[config.mk]
export PLATFORM = sky130hd
export DESIGN_NAME = regfile_2r1w
export DESIGN_NICKNAME = d
export VERILOG_FILES = /design/src/rtl/rf_defs.sv /design/src/rtl/rf_read_port.sv /design/src/rtl/regfile_2r1w.sv
export SDC_FILE = /design/constraint.sdc
export NUM_CORES = 2
export LEC_CHECK = 0
export ABC_AREA = 1
export CAP_MARGIN = 20
export CORE_AREA = 3 3 393 492
export DETAILED_ROUTE_END_ITERATION = 10
export DIE_AREA = 0 0 396 495
export GPL_TIMING_DRIVEN = 0
export PLACE_DENSITY = 0.45
export SYNTH_ARGS = -nofsm -noshare
export SYNTH_HDL_FRONTEND = slang
export SYNTH_SLANG_ARGS = --single-unit
export TNS_END_PERCENT = 30
[constraint.sdc]
create_clock -name clk -period 5 [get_ports clk]
set_clock_uncertainty 0.1 [all_clocks]
set_input_delay 1.5 -clock clk [delete_from_list [all_inputs] [get_ports clk]]
set_output_delay 1.5 -clock clk [all_outputs]
set_load 0.02 [all_outputs]
[src/rtl/rf_defs.sv]
// Shared register-file dimensions, used by the register file, the control
// unit's RegDst mux and the testbench.
package rf_defs;

  localparam int RF_DATA_W   = 32;
  localparam int RF_ADDR_W   = 5;
  localparam int RF_NREG     = 32;
  localparam int RF_ZERO_IDX = 0;

endpackage : rf_defs

[src/rtl/rf_read_port.sv]
// One combinational read port of the register file: index 0 always reads zero.
// With RF_BYPASS_EN defined, a same-cycle write to the read index is forwarded.
module rf_read_port
  import rf_defs::*;
#(
  parameter int DATA_W = RF_DATA_W,
  parameter int ADDR_W = RF_ADDR_W
) (
  input  logic [ADDR_W-1:0] addr,
  input  logic [DATA_W-1:0] stored,
`ifdef RF_BYPASS_EN
  input  logic              wr_en,
  input  logic [ADDR_W-1:0] wr_addr,
  input  logic [DATA_W-1:0] wr_data,
`endif
  output logic [DATA_W-1:0] rdata
);

  logic is_zero;

  assign is_zero = (addr == ADDR_W'(RF_ZERO_IDX));

  // NOTE: rdata gets a value on every path first, so no latch is inferred.
  always_comb begin
    rdata = stored;
`ifdef RF_BYPASS_EN
    if (wr_en && (wr_addr == addr)) rdata = wr_data;
`endif
    if (is_zero) rdata = '0;
  end

endmodule : rf_read_port

[src/rtl/regfile_2r1w.sv]
// 32x32 register file, two combinational read ports and one write port;
// register 0 is hardwired to zero. Define RF_BYPASS_EN for write-through reads.
module regfile_2r1w
  import rf_defs::*;
#(
  parameter int DATA_W = RF_DATA_W,
  parameter int ADDR_W = RF_ADDR_W,
  parameter int NREG   = RF_NREG
) (
  input  logic              clk,
  input  logic              rstn,
  input  logic              RFWr,
  input  logic [ADDR_W-1:0] A1,
  input  logic [ADDR_W-1:0] A2,
  input  logic [ADDR_W-1:0] A3,
  input  logic [DATA_W-1:0] WD,
  output logic [DATA_W-1:0] RD1,
  output logic [DATA_W-1:0] RD2
);

  logic [DATA_W-1:0] regs [NREG];
  logic              wr_armed;
  logic              wr_en;

  // Low through the edge at which rstn is released, so a write presented on
  // that edge is dropped; the first accepted write is on the following edge.
  // NOTE: sequential state uses non-blocking assignments so every flop
  // samples pre-edge values regardless of process order.
  always_ff @(posedge clk or negedge rstn) begin
    if (!rstn) wr_armed <= 1'b0;
    else       wr_armed <= 1'b1;
  end

  assign wr_en = wr_armed && RFWr && (A3 != ADDR_W'(RF_ZERO_IDX));

  // NOTE: the whole array is async-reset on purpose: every register must hold
  // a defined zero after reset, which rules out a reset-less RAM macro.
  always_ff @(posedge clk or negedge rstn) begin
    if (!rstn) begin
      for (int i = 0; i < NREG; i++) regs[i] <= '0;
    end else if (wr_en) begin
      regs[A3] <= WD;
    end
  end

  rf_read_port #(.DATA_W(DATA_W), .ADDR_W(ADDR_W)) u_rd1 (
    .addr    (A1),
    .stored  (regs[A1]),
`ifdef RF_BYPASS_EN
    .wr_en   (wr_en),
    .wr_addr (A3),
    .wr_data (WD),
`endif
    .rdata   (RD1)
  );

  rf_read_port #(.DATA_W(DATA_W), .ADDR_W(ADDR_W)) u_rd2 (
    .addr    (A2),
    .stored  (regs[A2]),
`ifdef RF_BYPASS_EN
    .wr_en   (wr_en),
    .wr_addr (A3),
    .wr_data (WD),
`endif
    .rdata   (RD2)
  );

endmodule : regfile_2r1w

==> impl_metrics.py <==
metrics = {
    "outcome": {
        "status": "finished, violations left",
        "failed_checks": "setup timing",
    },
    "global_route": {
        "grt_pass1_wl_um": 642000,
        "grt_max_degree": 168,
        "grt_pass1_vias": 63507,
        "gr-total-overflow": 0,
        "antenna_violations_before_repair": 51,
        "grt_usage_pct": 49.8,
    },
    "cells_and_area": {
        "final_layout_size_suffix_gt1_share_pct": 19.5,
        "fin_nets": 8771,
        "final_core_utilization_pct": 40.8,
        "area.growth.synth_to_final_pct": 35.8,
        "post_layout_instance_area_um2": 76900,
        "fillCellCount": 19800,
    },
    "drt": {
        "post_drt_via_cell_ratio": 6.15,
        "wl_per_cell_um": 44.3,
        "detailedRoute.firstPassIterationCount": 9,
        "ant_nets": 0,
        "num_vias": 69991,
        "post-route-drc-count": 0,
        "drt_iter0_drc": 10752,
        "wl_um": 504000,
    },
    "sta": {
        "final.period_utilization_pct": 107,
        "final.min_clock_period_ps": 5330,
        "worstMarginPinSlew_ps": 1390,
        "timing.final.ws_setup_ps": -330,
        "timing.max_slew.rel_slack_pct": 7.23,
        "timing.final.setup_violations": 64,
        "final_max_slew_viol_count": 0,
        "maximum_frequency_from_static_timing_analysis_mhz": 188,
        "final-hold-violation-count": 0,
        "rsz0062_at_grt": "true",
    },
    "yosys": {
        "synth_nets": 8351,
        "yosysUniqueCellTypes": 21,
        "yosys.area_share.xor_xnor_pct": 0,
        "synth_top_area_share_pct": 45.3,
        "synth_area_per_cell_um2": 6.82,
        "synth_top_family_by_area": "simple AND/OR/NAND/NOR gates",
        "muxShareOfSynthArea_pct": 0,
        "synth_compound_gate_area_share_pct": 11.1,
        "post_synth_most_frequent_cells": "sky130_fd_sc_hd__nand2_1, sky130_fd_sc_hd__nand3_1, sky130_fd_sc_hd__o21ai_0",
        "syn-cell-area_um2": 56600,
        "synthDominantAreaCellType": "sky130_fd_sc_hd__dfrtp_1",
        "synth-edff-count": 0,
        "synthSimpleGateAreaFrac_pct": 37.5,
        "synth_adder_area_share_pct": 0,
        "synth-main-ff-cell": "sky130_fd_sc_hd__dfrtp_1",
        "ys_top_cells_by_area": "sky130_fd_sc_hd__dfrtp_1, sky130_fd_sc_hd__nand2_1, sky130_fd_sc_hd__nand3_1",
        "yosysSeqAreaShare_pct": 45.3,
        "synth.most_common_cell": "sky130_fd_sc_hd__nand2_1",
        "synth.ff_latch_count": 1025,
        "async_flop_share_pct": 100,
        "synth_warnings": 0,
        "post_synth_inst_count": 8301,
    },
    "floorplanning": {
        "floorplan.die_area_um2": 196000,
        "die_width_um": 396,
        "initial_utilization_pct": 30.0,
        "num_rows": 178,
        "core_um2": 189000,
        "fp.dieH_um": 495,
        "design.portCount": 114,
    },
    "power_and_ir_drop": {
        "pwr_density_cell_nw_per_um2": 354,
        "power_leakage_nw": 34.0,
        "power.total_mw": 27.3,
        "vdd_ir_drop_max_v": 0.000320,
    },
    "clocking": {
        "worst_skew_pair.late_latency_ps": 860,
        "numCtsBuffers": 118,
        "htreeDepth": 3,
        "numClockSinks": 1025,
        "ctsRootBufferMaster": "sky130_fd_sc_hd__clkbuf_16",
        "worst_setup_hold_path_clk_slew_ps": 60,
        "clock_tree.buffer_depth": 3,
        "cts_tree": "yes",
    },
    "critical_path": {
        "critical_path.startpoint_type": "input port",
        "worst_path_largest_cell_delay_ps": 690,
        "timing.critical_path.cells": "buf_16 > clkbuf_1 > o21ai_0 > a21oi_2 > nor2_1 > nor2_4 > nor2_4 > buf_4",
        "cp_num_buf_inv": 3,
        "timing.critical_path.required_ps": 3400,
        "cp_arrival_ps": 3730,
        "crit_type": "input port to output pin",
        "slowest_stage": "sky130_fd_sc_hd__clkbuf_1",
        "worstSetupEndpointType": "output pin",
        "timing.critical_path.fanout_max": 10,
        "timing.critical_path.mode_cell": "sky130_fd_sc_hd__nor2_4",
        "cp_top_family": "buffers and inverters",
    },
    "placement": {
        "buffer_ports.inserted": 103,
        "pre_cts_ws_ps": -2540,
        "dpl.hpwl_um": 374000,
        "dpl_cell_area_um2": 63000,
        "place_congestion": 1.13,
    },
    "min_path": {
        "worstHoldPathType": "flip-flop to flip-flop",
    },
    "run": {
        "maxCapViolCount": 0,
    },
}
report_power, final:
part | total (mW) | internal [mW] | switching [mW]
sequential | 10.5 | 9.32 | 1.18
combinational | 6.82 | 2.09 | 4.73
clock | 9.94 | 5.65 | 4.29
state kept, by name, indices dropped and copies added, names as in the netlist:
register,count
regs,1024
wr_armed,1
final timing paths:
path	cells past startpoint	start	to	slack [ps]
min reg2reg	2	regs[678]	regs[678]	390
max	8	A2[0]	RD2[12]	-330
max in group asynchronous	3	rstn	regs[452]	1940
max reg2reg	8	wr_armed	regs[982]	2080
min	2	regs[678]	regs[678]	390
min in group asynchronous	1	rstn	regs[969]	490
tightest hold or removal path, cell delays in order (launching register included):
cell                      delay (ps)
sky130_fd_sc_hd__dfrtp_1         340
sky130_fd_sc_hd__nand2_1          50
sky130_fd_sc_hd__o21ai_0          60
area by class of cell:
type	instances	area [um2]	area share [%]
clock inverter	48	796	1.03
tap	2520	3150	4.10
sequential	1025	25600	33.3
multi-input combinational	6423	32000	41.6
antenna	40	100	0.130
buffer	759	6740	8.75
timing repair buffer	301	4670	6.06
clock buffer	173	3470	4.51
inverter	93	394	0.512
cell families after synthesis:
family,after synthesis
other,1
and+or+nand+nor,5164
buffers and inverters,853
AOI/OAI and AO/OA,1258
DFF,1025
metrics by stage:
step / hold WS, ps / std cells / setup TNS (ps)
2_1_floorplan: 351 / 8301 / 0
3_3_place_gp: 364 / 10924 / -
3_5_place_dp: 369 / 11038 / -142850
4_1_cts: 383 / 11295 / -5100
5_1_grt: 394 / 11353 / -9500
6_report: 386 / 11382 / -12530
cell usage in the layout, fill, tap and decap left out, drive strengths merged:
master         netlist  final
dfrtp             1025   1025
conb                 1      1
a21oi              131    131
diode                0     40
clkinvlp             0      6
nand2             3521   3521
clkinv               1     27
clkdlybuf4s18        0      1
nor2               260    260
inv                 92     92
o21ai             1127   1127
nand4                4      4
clkbuf             470    649
clkdlybuf4s15        0     10
bufinv               0     16
clkdlybuf4s50        0     38
nor3                 5      5
bufbuf               0      2
buf                290    533
nand3             1374   1374
timing repair:
action                                   CTS  global route
endpoints found under the hold margin      0             0
hold buffers                               0             0
endpoints found under the setup margin    64            64
buffers inserted                          21            30
pin swaps                                135           113
gates cloned                              15            19
gates resized for setup                 2206           360
routing by layer:
metal | global-route usage [%] | routed length (um) | vias to the layer above
met5 | 0 | 87 | -
met4 | 55.0 | 71000 | 12
met3 | 13.7 | 49600 | 1985
met2 | 72.8 | 210000 | 5530
met1 | 55.7 | 173000 | 34532
li1 | - | - | 27932
Note: power is estimated with default switching activity, not from simulation.
